===== config.mk =====
export PLATFORM = sky130hd
export DESIGN_NAME = uart_tx_cfg
export DESIGN_NICKNAME = d
export VERILOG_FILES = /design/src/rtl/uart_pkg.sv /design/src/rtl/uart_baud_cnt.sv /design/src/rtl/uart_tx_cfg.sv
export SDC_FILE = /design/constraint.sdc
export NUM_CORES = 1
export LEC_CHECK = 0
export CAP_MARGIN = 0
export CORE_AREA = 4 4 117 119
export CTS_CLUSTER_SIZE = 28
export DETAILED_ROUTE_END_ITERATION = 10
export DIE_AREA = 0 0 121 123
export GPL_TIMING_DRIVEN = 0
export PLACE_DENSITY = 0.54
export REMOVE_ABC_BUFFERS = 1
export SLEW_MARGIN = 20
export SYNTH_ARGS = -nofsm -noshare
export SYNTH_HDL_FRONTEND = slang
export SYNTH_SLANG_ARGS = --single-unit

===== constraint.sdc =====
create_clock -name clk -period 3.5 [get_ports clk]
set_input_delay 0.525 -clock clk [delete_from_list [all_inputs] [get_ports clk]]
set_output_delay 0.525 -clock clk [all_outputs]
set_load 0.02 [all_outputs]

===== src/rtl/uart_pkg.sv =====
// rtl/uart_pkg.sv - shared types and constants for the configurable UART
package uart_pkg;

  typedef enum logic [1:0] {
    PAR_NONE = 2'b00,
    PAR_ODD  = 2'b01,
    PAR_EVEN = 2'b10
  } parity_e;

  typedef enum logic [2:0] {
    IDLE,
    START,
    DATA,
    PARITY,
    STOP,
    BREAK,
    MAB
  } tx_state_e;

  localparam int MIN_DIV = 2;
  localparam int MIN_LEN = 5;

  // The reserved encoding 2'b11 behaves like "no parity".
  function automatic logic parity_enabled(input logic [1:0] sel);
    return (sel == PAR_ODD) || (sel == PAR_EVEN);
  endfunction

endpackage


===== src/rtl/uart_baud_cnt.sv =====
// rtl/uart_baud_cnt.sv - restartable baud down-counter with a bit_end pulse every D clocks
module uart_baud_cnt #(
  parameter int DIV_W = 16
) (
  input  logic             clk,
  input  logic             reset,
  input  logic             restart,
  input  logic [DIV_W-1:0] div,
  output logic             bit_end,
  output logic [DIV_W-1:0] count
);
  import uart_pkg::*;

  localparam logic [DIV_W-1:0] MIN_D = DIV_W'(MIN_DIV);

  logic [DIV_W-1:0] eff_div;
  logic [DIV_W-1:0] cnt;

  // Divisors below the minimum are clamped so every bit lasts at least two clocks.
  assign eff_div = (div < MIN_D) ? MIN_D : div;
  assign bit_end = (cnt == '0);
  assign count   = cnt;

  // Counts D-1 down to 0; a restart or reaching 0 reloads, so bit_end repeats every D clocks.
  always_ff @(posedge clk or posedge reset) begin
    if (reset) begin
      cnt <= '0;
    end else if (restart || bit_end) begin
      cnt <= eff_div - DIV_W'(1);
    end else begin
      cnt <= cnt - DIV_W'(1);
    end
  end

endmodule


===== src/rtl/uart_tx_cfg.sv =====
// rtl/uart_tx_cfg.sv - runtime-configurable UART transmitter with break generation
module uart_tx_cfg #(
  parameter int DATA_W = 8,
  parameter int DIV_W  = 16
) (
  input  logic                        clk,
  input  logic                        reset,
  input  logic [DATA_W-1:0]           data,
  input  logic                        valid,
  output logic                        ready,
  input  logic [DIV_W-1:0]            cfg_div,
  input  logic [$clog2(DATA_W+1)-1:0] cfg_len,
  input  logic [1:0]                  cfg_parity,
  input  logic                        cfg_stop2,
  input  logic                        break_req,
  output logic                        tx,
  output logic                        busy,
  output logic                        frame_done
);
  import uart_pkg::*;

  localparam int LEN_W = $clog2(DATA_W + 1);

  tx_state_e         state;
  logic [DIV_W-1:0]  sh_div;
  logic [LEN_W-1:0]  sh_len;
  logic              sh_par_en;
  logic              sh_par_bit;
  logic              sh_stop2;
  logic [DATA_W-1:0] shift;
  logic [LEN_W-1:0]  bit_idx;
  logic              stop_idx;
  logic              min_done;

  logic [LEN_W-1:0]  acc_len;
  logic [DATA_W-1:0] acc_mask;
  logic              acc_par_bit;

  logic              baud_restart;
  logic [DIV_W-1:0]  baud_div;
  logic              bit_end;
  logic [DIV_W-1:0]  baud_count;

  logic              last_data;
  logic              last_stop;
  logic              break_exit;

  assign ready = (state == IDLE) && !break_req;

  // Clamp the requested length; anything outside MIN_LEN..DATA_W sends a full word.
  always_comb begin
    if ((cfg_len < LEN_W'(MIN_LEN)) || (cfg_len > LEN_W'(DATA_W))) begin
      acc_len = LEN_W'(DATA_W);
    end else begin
      acc_len = cfg_len;
    end
  end

  // Only the active data bits contribute to parity; odd parity inverts the even result.
  always_comb begin
    acc_mask = '0;
    for (int i = 0; i < DATA_W; i++) begin
      acc_mask[i] = (i < int'(acc_len));
    end
    acc_par_bit = (^(data & acc_mask)) ^ (cfg_parity == PAR_ODD);
  end

  assign last_data  = (bit_idx == (sh_len - LEN_W'(1)));
  assign last_stop  = !sh_stop2 || stop_idx;
  assign break_exit = (state == BREAK) && !break_req && (min_done || bit_end);

  // In IDLE the live divisor seeds the counter (frame or break start); afterwards the shadow copy.
  assign baud_div     = (state == IDLE) ? cfg_div : sh_div;
  assign baud_restart = ((state == IDLE) && (break_req || valid)) || break_exit;

  uart_baud_cnt #(
    .DIV_W (DIV_W)
  ) u_baud (
    .clk     (clk),
    .reset   (reset),
    .restart (baud_restart),
    .div     (baud_div),
    .bit_end (bit_end),
    .count   (baud_count)
  );

  // Frame sequencer: all line-facing outputs are registered here.
  always_ff @(posedge clk or posedge reset) begin
    if (reset) begin
      state      <= IDLE;
      tx         <= 1'b1;
      busy       <= 1'b0;
      frame_done <= 1'b0;
      sh_div     <= '0;
      sh_len     <= '0;
      sh_par_en  <= 1'b0;
      sh_par_bit <= 1'b0;
      sh_stop2   <= 1'b0;
      shift      <= '0;
      bit_idx    <= '0;
      stop_idx   <= 1'b0;
      min_done   <= 1'b0;
    end else begin
      frame_done <= 1'b0;
      case (state)
        IDLE: begin
          tx   <= 1'b1;
          busy <= 1'b0;
          if (break_req) begin
            state    <= BREAK;
            tx       <= 1'b0;
            busy     <= 1'b1;
            sh_div   <= cfg_div;
            min_done <= 1'b0;
          end else if (valid) begin
            state      <= START;
            tx         <= 1'b0;
            busy       <= 1'b1;
            sh_div     <= cfg_div;
            sh_len     <= acc_len;
            sh_par_en  <= parity_enabled(cfg_parity);
            sh_par_bit <= acc_par_bit;
            sh_stop2   <= cfg_stop2;
            shift      <= data;
            stop_idx   <= 1'b0;
          end
        end
        START: begin
          if (bit_end) begin
            state   <= DATA;
            tx      <= shift[0];
            shift   <= shift >> 1;
            bit_idx <= '0;
          end
        end
        DATA: begin
          if (bit_end) begin
            if (last_data) begin
              if (sh_par_en) begin
                state <= PARITY;
                tx    <= sh_par_bit;
              end else begin
                state <= STOP;
                tx    <= 1'b1;
              end
            end else begin
              bit_idx <= bit_idx + LEN_W'(1);
              tx      <= shift[0];
              shift   <= shift >> 1;
            end
          end
        end
        PARITY: begin
          if (bit_end) begin
            state <= STOP;
            tx    <= 1'b1;
          end
        end
        STOP: begin
          // Raise frame_done one clock early so it is high exactly in the final stop cycle.
          if (last_stop && (baud_count == DIV_W'(1))) begin
            frame_done <= 1'b1;
          end
          if (bit_end) begin
            if (last_stop) begin
              state <= IDLE;
              busy  <= 1'b0;
            end else begin
              stop_idx <= 1'b1;
            end
          end
        end
        BREAK: begin
          if (bit_end) begin
            min_done <= 1'b1;
          end
          if (break_exit) begin
            state <= MAB;
            tx    <= 1'b1;
          end
        end
        MAB: begin
          if (bit_end) begin
            state <= IDLE;
            busy  <= 1'b0;
          end
        end
        default: begin
          state <= IDLE;
          tx    <= 1'b1;
          busy  <= 1'b0;
        end
      endcase
    end
  end

endmodule


==> out/metrics.yaml, run 1 <==
power_and_ir_drop:
  combPwrFrac_pct: 10.0
  cellPowerDensity_nw_per_um2: 361.9
  clkPwrFrac_pct: 48.4
  swShare_pct: 22.34
  p_int_mw: 1.350
  power.share.sequential_pct: 41.6
  p_sw_mw: 0.3884
  max-vdd-ir-drop_uv: 220.2
  total_power_mw: 1.739
  leakagePower_nw: 1.870
yosys:
  synth_area_um2: 3849
  synth_edf_count: 0
  ys_warn_count: 0
  ys_async_sr_fraction_pct: 100.0
  ys_ff_latch: 59
  synthFlopType: "dfrtp_1"
  yosysSeqAreaShare_pct: 38.39
  synth.distinct_cells: 58
  syn-instance-count: 419
  syn-mean-instance-area_um2: 9.185
timing:
  finalHoldViolCount: 0
  finClkSkew_ns: 0.004728
  final_max_slew_viol_count: 0
  setup_viol: 0
  slew_headroom_pct: 49.69
  worst_pin_slew_ns: 0.7547
  period_needed_ns: 3.332
  fmax_mhz: 300.1
  min_period_over_period_pct: 95.19
  fin_ws_ns: 0.1683
  fin_setup_tns_ns: 0
  rsz0062_at_grt: "false"
  whs_ns: 0.4620
floorplan:
  initial_core_util_pct: 30.62
  fp.dieW_um: 121
  ioPinCount: 39
  die_area_um2: 14880
  rows: 41
  die_h_um: 123
  core-area_um2: 12570
drt:
  route.detailed.drc: 0
  vias: 3197
  drt-initial-drc-count: 145
  detail-route-antenna-nets: 0
  first_pass_iters: 4
  drt_wl_total_mm: 9.304
  routedWlPerCell_um: 14.65
  vias_per_cell: 5.035
global_routing:
  overflow: 0
  grt_max_degree: 48
  grt_pass1_vias: 3137
  grt_pass1_wl_mm: 15.42
  track_usage_pct: 12.96
  antenna_found_initial: 0
final_layout:
  nNetsFinal: 500
  final_area_um2: 4805
  finish.utilization_pct: 38.23
  final_cell_count_no_fill: 635
  fill_cells: 1278
  num_antenna_cells: 0
  multi_input_area_um2: 2316
  syn2layout_area_growth_pct: 24.84
  drive_gt1_share_pct: 13.82
  seqCellArea_um2: 1484
critical_path:
  worst_setup_path_start_kind: "flop"
  cp-end-kind: "flop"
  critPathLaunch: "state[2]"
  r2r_start: "state[2]"
  rr_worst_depth: 12
  crit_fanout: 15
  crit_required_ns: 3.73
  critPathArrivalTime_ns: 3.56
  critPathKind: "reg2reg"
  r2r_slack_ns: 0.17
  reg2reg_to: "u_baud.count[14]"
  cp-endpoint: "u_baud.count[14]"
cts:
  cts_root_buf: "clkbuf_16"
  cts.sinks: 59
  cts.path.max_buffers: 2
  clkTransAtPathRegs_ns: 0.05
  cts-buffers-inserted: 9
  cts_hold_buffers: 0
  clock_latency_ns: 0.32
  cts_max_level: 3
  cts_tree: "done"
place:
  hpwl_mm: 6.912
  numPortBuffers: 38
  post-place-ws_ns: -0.6401
  dpl_cell_area_um2: 4453
  gp_congestion: 0.8502
  placed_cells: 617
hold_path:
  hold_path.class: "in2async"
flow_run:
  drv_cap: 0
status:
  status: "complete, no violations"
## layout by cell type (no fill, tap or decap), types with 3 or more instances in the layout
cell              n
nor3_1           21
nand2b_1          6
a211oi_1          3
clkbuf_16         9
nand3b_1          7
dfrtp_1          55
mux2_2           20
nand3_1           9
clkbuf_8          4
xnor2_1          22
o21ai_0          27
a21o_1            8
inv_1             8
xor2_1           14
a31oi_1           3
mux2i_1          24
and3_1            6
nand4_1           3
o31ai_1           3
clkdlybuf4s50_1  38
a21oi_1          20
nand2_1          51
nor4_1            8
ha_1              6
nor2_1           25
## Yosys cell counts, types with 2 or more instances
| cell | n | share of area [%] |
|---|---|---|
| a211oi_1 | 4 | 0.78 |
| dfrtp_1 | 58 | 38 |
| o31ai_1 | 3 | 0.59 |
| a21oi_1 | 22 | 2.9 |
| o41ai_1 | 2 | 0.46 |
| xor2_1 | 14 | 3.2 |
| nand4b_1 | 2 | 0.46 |
| and3_1 | 6 | 0.98 |
| nand4_1 | 3 | 0.49 |
| clkbuf_1 | 6 | 0.59 |
| nand3_1 | 9 | 1.2 |
| a21o_1 | 8 | 1.6 |
| buf_2 | 5 | 0.65 |
| mux2_2 | 20 | 5.9 |
| nand2b_1 | 6 | 0.98 |
| o21a_1 | 2 | 0.39 |
| nor4_1 | 8 | 1.3 |
| a31oi_1 | 3 | 0.49 |
| inv_1 | 9 | 0.88 |
| o211ai_1 | 2 | 0.39 |
| o21ai_0 | 28 | 3.6 |
| a22o_1 | 2 | 0.46 |
| or3_1 | 3 | 0.49 |
| nor3_1 | 22 | 2.9 |
| nor2_1 | 26 | 2.5 |
| nor2b_1 | 2 | 0.33 |
| o2111ai_1 | 3 | 0.68 |
| ha_1 | 7 | 2.3 |
| nand2_1 | 51 | 5.0 |
| or2_2 | 2 | 0.33 |
| xnor2_1 | 22 | 5.0 |
| mux2i_1 | 24 | 6.2 |
| nand3b_1 | 7 | 1.4 |
| buf_1 | 4 | 0.39 |
## flip-flops by register name, indices dropped and copies added (netlist names)
signal        cells
sh_par_en         1
sh_div           16
sh_len            4
min_done          1
stop_idx          1
u_baud.count     16
shift             8
state             3
sh_par_bit        1
frame_done        1
busy              1
sh_stop2          1
tx                1
bit_idx           4
## worst max-delay path, stage by stage (launching register included)
cell,delay [ns]
dfrtp_4,0.57
nor3_4,0.23
buf_4,0.23
buf_6,0.17
mux2_2,0.40
a211oi_4,0.33
nand3_1,0.18
and3_1,0.20
ha_2,0.23
o21ai_1,0.20
nor3b_2,0.09
and3_1,0.20
o31ai_1,0.19
## cell type report
cell class	count	share of cell area [%]
sequential	59	30.89
clock buffer	15	5.990
tap	172	4.479
clock inverter	1	0.1042
multi-input combinational	335	48.20
timing repair buffer	44	9.583
inverter	9	0.7552
## worst min path at each step
stage	from	endpoint	slack [ns]
after floorplan	sh_par_bit	sh_par_bit	0.44
after global placement	stop_idx	stop_idx	0.46
after detailed placement	stop_idx	stop_idx	0.47
after CTS	reset	sh_div[9]	0.46
after global routing	reset	sh_div[9]	0.46
final	reset	sh_div[9]	0.46
## metal layers
layer / global-route usage, % / vias up / part of all wire [%]
li1: - / 1598 / -
met1: 16.48 / 1530 / 46
met2: 21.40 / 59 / 48
met3: 3.614 / 10 / 4.3
met4: 4.178 / 0 / 1.5
met5: 0 / - / 0
## logic make-up (layout without fill, tap and decap cells)
group,count (synthesis),after routing,synth area share [%]
simple gates,156,156,20.51
compound gates,91,91,15.25
mux,44,44,12.09
fa+ha+maj,7,7,2.276
buf+inv,25,69,2.698
xor+xnor,37,37,8.778
flops,59,59,38.39
## power by group through the flow
stage | sequential, mW | clock, mW | combinational, mW
floorplan | 0.729 | 0 | 0.0944
global placement | 0.733 | 0 | 0.166
detailed placement | 0.734 | 0 | 0.173
CTS | 0.722 | 0.867 | 0.176
global route | 0.725 | 0.904 | 0.194
finish | 0.723 | 0.842 | 0.174
## what timing repair did
item | CTS | global route
setup endpoints to repair | 8 | 6
cloned | 0 | 0
pin swaps | 1 | 1
gates resized for setup | 11 | 1
setup buffers | 0 | 2
Power figures use the tool's default switching activity.
==> run 2, diff against run 1 <==
--- a/config.mk
+++ b/config.mk
@@ -5,7 +5,7 @@
 export SDC_FILE = /design/constraint.sdc
 export NUM_CORES = 1
 export LEC_CHECK = 0
-export CAP_MARGIN = 0
+export CAP_MARGIN = 25
 export CORE_AREA = 4 4 117 119
 export CTS_CLUSTER_SIZE = 28
 export DETAILED_ROUTE_END_ITERATION = 10
==> out/metrics.yaml, run 2 (same netlist as run 1, synthesis figures left out) <==
floorplan:
  ioPinCount: 39  # unchanged
  fp.dieW_um: 121  # unchanged
  core-area_um2: 12570  # unchanged
  die_h_um: 123  # unchanged
  rows: 41  # unchanged
  initial_core_util_pct: 30.62  # unchanged
  die_area_um2: 14880  # unchanged
cts:
  cts_tree: "done"  # unchanged
  cts_max_level: 3  # unchanged
  cts.sinks: 59  # unchanged
  clkTransAtPathRegs_ns: 0.05  # about the same
  cts-buffers-inserted: 9  # unchanged
  cts_root_buf: "clkbuf_16"  # unchanged
  cts.path.max_buffers: 2  # unchanged
  cts_hold_buffers: 0  # unchanged
  clock_latency_ns: 0.33  # was 0.32 ns
global_routing:
  overflow: 0  # unchanged
  grt_pass1_wl_mm: 15.64  # was 15.42 mm
  antenna_found_initial: 0  # unchanged
  track_usage_pct: 13.10  # was 12.96%
  grt_pass1_vias: 3191  # was 3137
  grt_max_degree: 48  # unchanged
drt:
  drt-initial-drc-count: 183  # was 145
  first_pass_iters: 4  # unchanged
  drt_wl_total_mm: 9.437  # was 9.304 mm
  vias_per_cell: 5.047  # was 5.035
  detail-route-antenna-nets: 0  # unchanged
  route.detailed.drc: 0  # unchanged
  wl_met1_mm: 4.440  # was 4.293 mm
  routedWlPerCell_um: 14.86  # was 14.65 µm
  wl_met2_mm: 4.403  # was 4.475 mm
  top_layer: "met4"  # unchanged
  vias: 3205  # was 3197
  wl_met3_um: 454  # was 399 µm
timing:
  fin_ws_ns: 0.2308  # was 0.1683 ns
  min_period_over_period_pct: 93.41  # was 95.19%
  fin_setup_tns_ns: 0  # unchanged
  finClkSkew_ns: 0.005087  # was 0.004728 ns
  whs_ns: 0.4582  # was 0.4620 ns
  setup_viol: 0  # unchanged
  fmax_mhz: 305.9  # was 300.1 MHz
  finalHoldViolCount: 0  # unchanged
  period_needed_ns: 3.269  # was 3.332 ns
  rsz0062_at_grt: "false"  # unchanged
  worst_pin_slew_ns: 0.7709  # was 0.7547 ns
  final_max_slew_viol_count: 0  # unchanged
  slew_headroom_pct: 48.61  # was 49.69%
final_layout:
  final_cell_count_no_fill: 635  # unchanged
  fill_cells: 1298  # was 1278
  num_antenna_cells: 0  # unchanged
  final_cell_mix: "dfrtp_1 (55), nand2_1 (51), clkdlybuf4s50_1 (38)"  # unchanged
  nNetsFinal: 500  # unchanged
  syn2layout_area_growth_pct: 24.87  # was 24.84%
  final_common_cell: "dfrtp_1"  # unchanged
  seqCellArea_um2: 1484  # unchanged
  multi_input_area_um2: 2316  # unchanged
  drive_gt1_share_pct: 14.25  # was 13.82%
place:
  hpwl_mm: 6.931  # was 6.912 mm
  post-place-ws_ns: -0.6345  # was -0.6401 ns
  gp_congestion: 0.8502  # unchanged
  placed_cells: 617  # unchanged
  numPortBuffers: 38  # unchanged
critical_path:
  critPathArrivalTime_ns: 3.50  # was 3.56 ns
  critPathKind: "reg2reg"  # unchanged
  r2r_slack_ns: 0.23  # was 0.17 ns
  cp-end-kind: "flop"  # unchanged
  worst_setup_path_start_kind: "flop"  # unchanged
  r2r_start: "state[2]"  # unchanged
  reg2reg_to: "u_baud.count[14]"  # unchanged
  rr_worst_depth: 12  # unchanged
  crit_required_ns: 3.73  # about the same
  crit_fanout: 15  # unchanged
power_and_ir_drop:
  max-vdd-ir-drop_uv: 227.8  # was 220.2 µV
  leakagePower_nw: 1.876  # was 1.870 nW
  total_power_mw: 1.762  # was 1.739 mW
  cellPowerDensity_nw_per_um2: 366.7  # was 361.9 nW/µm²
flow_run:
  drv_cap: 0  # unchanged
hold_path:
  hold_path.class: "in2async"  # unchanged
status:
  status: "complete, no violations"  # unchanged
==> run 2: repair_timing <==
action | CTS | global route
cloned | 0 | 0
resized for setup | 10 | 1
pin swaps | 1 | 2
buffers inserted | 0 | 2
endpoints found under the setup margin | 8 | 6
==> run 2: worst max-delay path, cell delays in order, from the launching register on <==
cell	delay (ns)
dfrtp_4	0.57
nor3_4	0.23
buf_4	0.23
buf_6	0.17
mux2_2	0.40
a211oi_4	0.28
nand3_1	0.17
nand2_1	0.11
ha_2	0.24
o21ai_0	0.19
nor3b_2	0.24
a21oi_1	0.10
o31ai_1	0.22
==> run 2: final cells by class <==
| class | count | area share [%] |
|---|---|---|
| multi-input combinational | 335 | 48.19 |
| timing repair buffer | 44 | 9.581 |
| sequential | 59 | 30.88 |
| inverter | 9 | 0.7550 |
| clock inverter | 6 | 1.146 |
| tap | 172 | 4.478 |
| clock buffer | 10 | 4.973 |
==> run 2: worst max path at each step <==
stage	startpoint	to	slack (ns)	cells past startpoint
floorplan	state[2]	u_baud.count[14]	-0.88	10
global placement	state[2]	u_baud.count[12]	-2.26	10
detailed placement	state[2]	u_baud.count[12]	-0.63	12
CTS	state[2]	u_baud.count[14]	0.02	12
global route	state[1]	u_baud.count[14]	0.03	10
finish	state[2]	u_baud.count[14]	0.23	12
==> run 2: where the power goes <==
part	switching (mW)	total [mW]	internal, mW
registers	0.0185	0.723	0.704
clock network	0.303	0.866	0.563
logic	0.0825	0.174	0.0910
total	0.404	1.76	1.36
==> run 2: metrics by stage <==
step           cell area (µm²)  util (%)
2_1_floorplan             3779         -
3_5_place_dp              4453     35.43
3_3_place_gp              4374     34.80
5_1_grt                   4806     38.24
6_report                  4806     38.24
4_1_cts                   4785     38.07
==> run 2: metal layers <==
layer | GRT usage, % | up-vias
li1 | - | 1596
met1 | 16.60 | 1526
met2 | 21.64 | 72
met3 | 3.614 | 11
met4 | 4.391 | 0
met5 | 0 | -
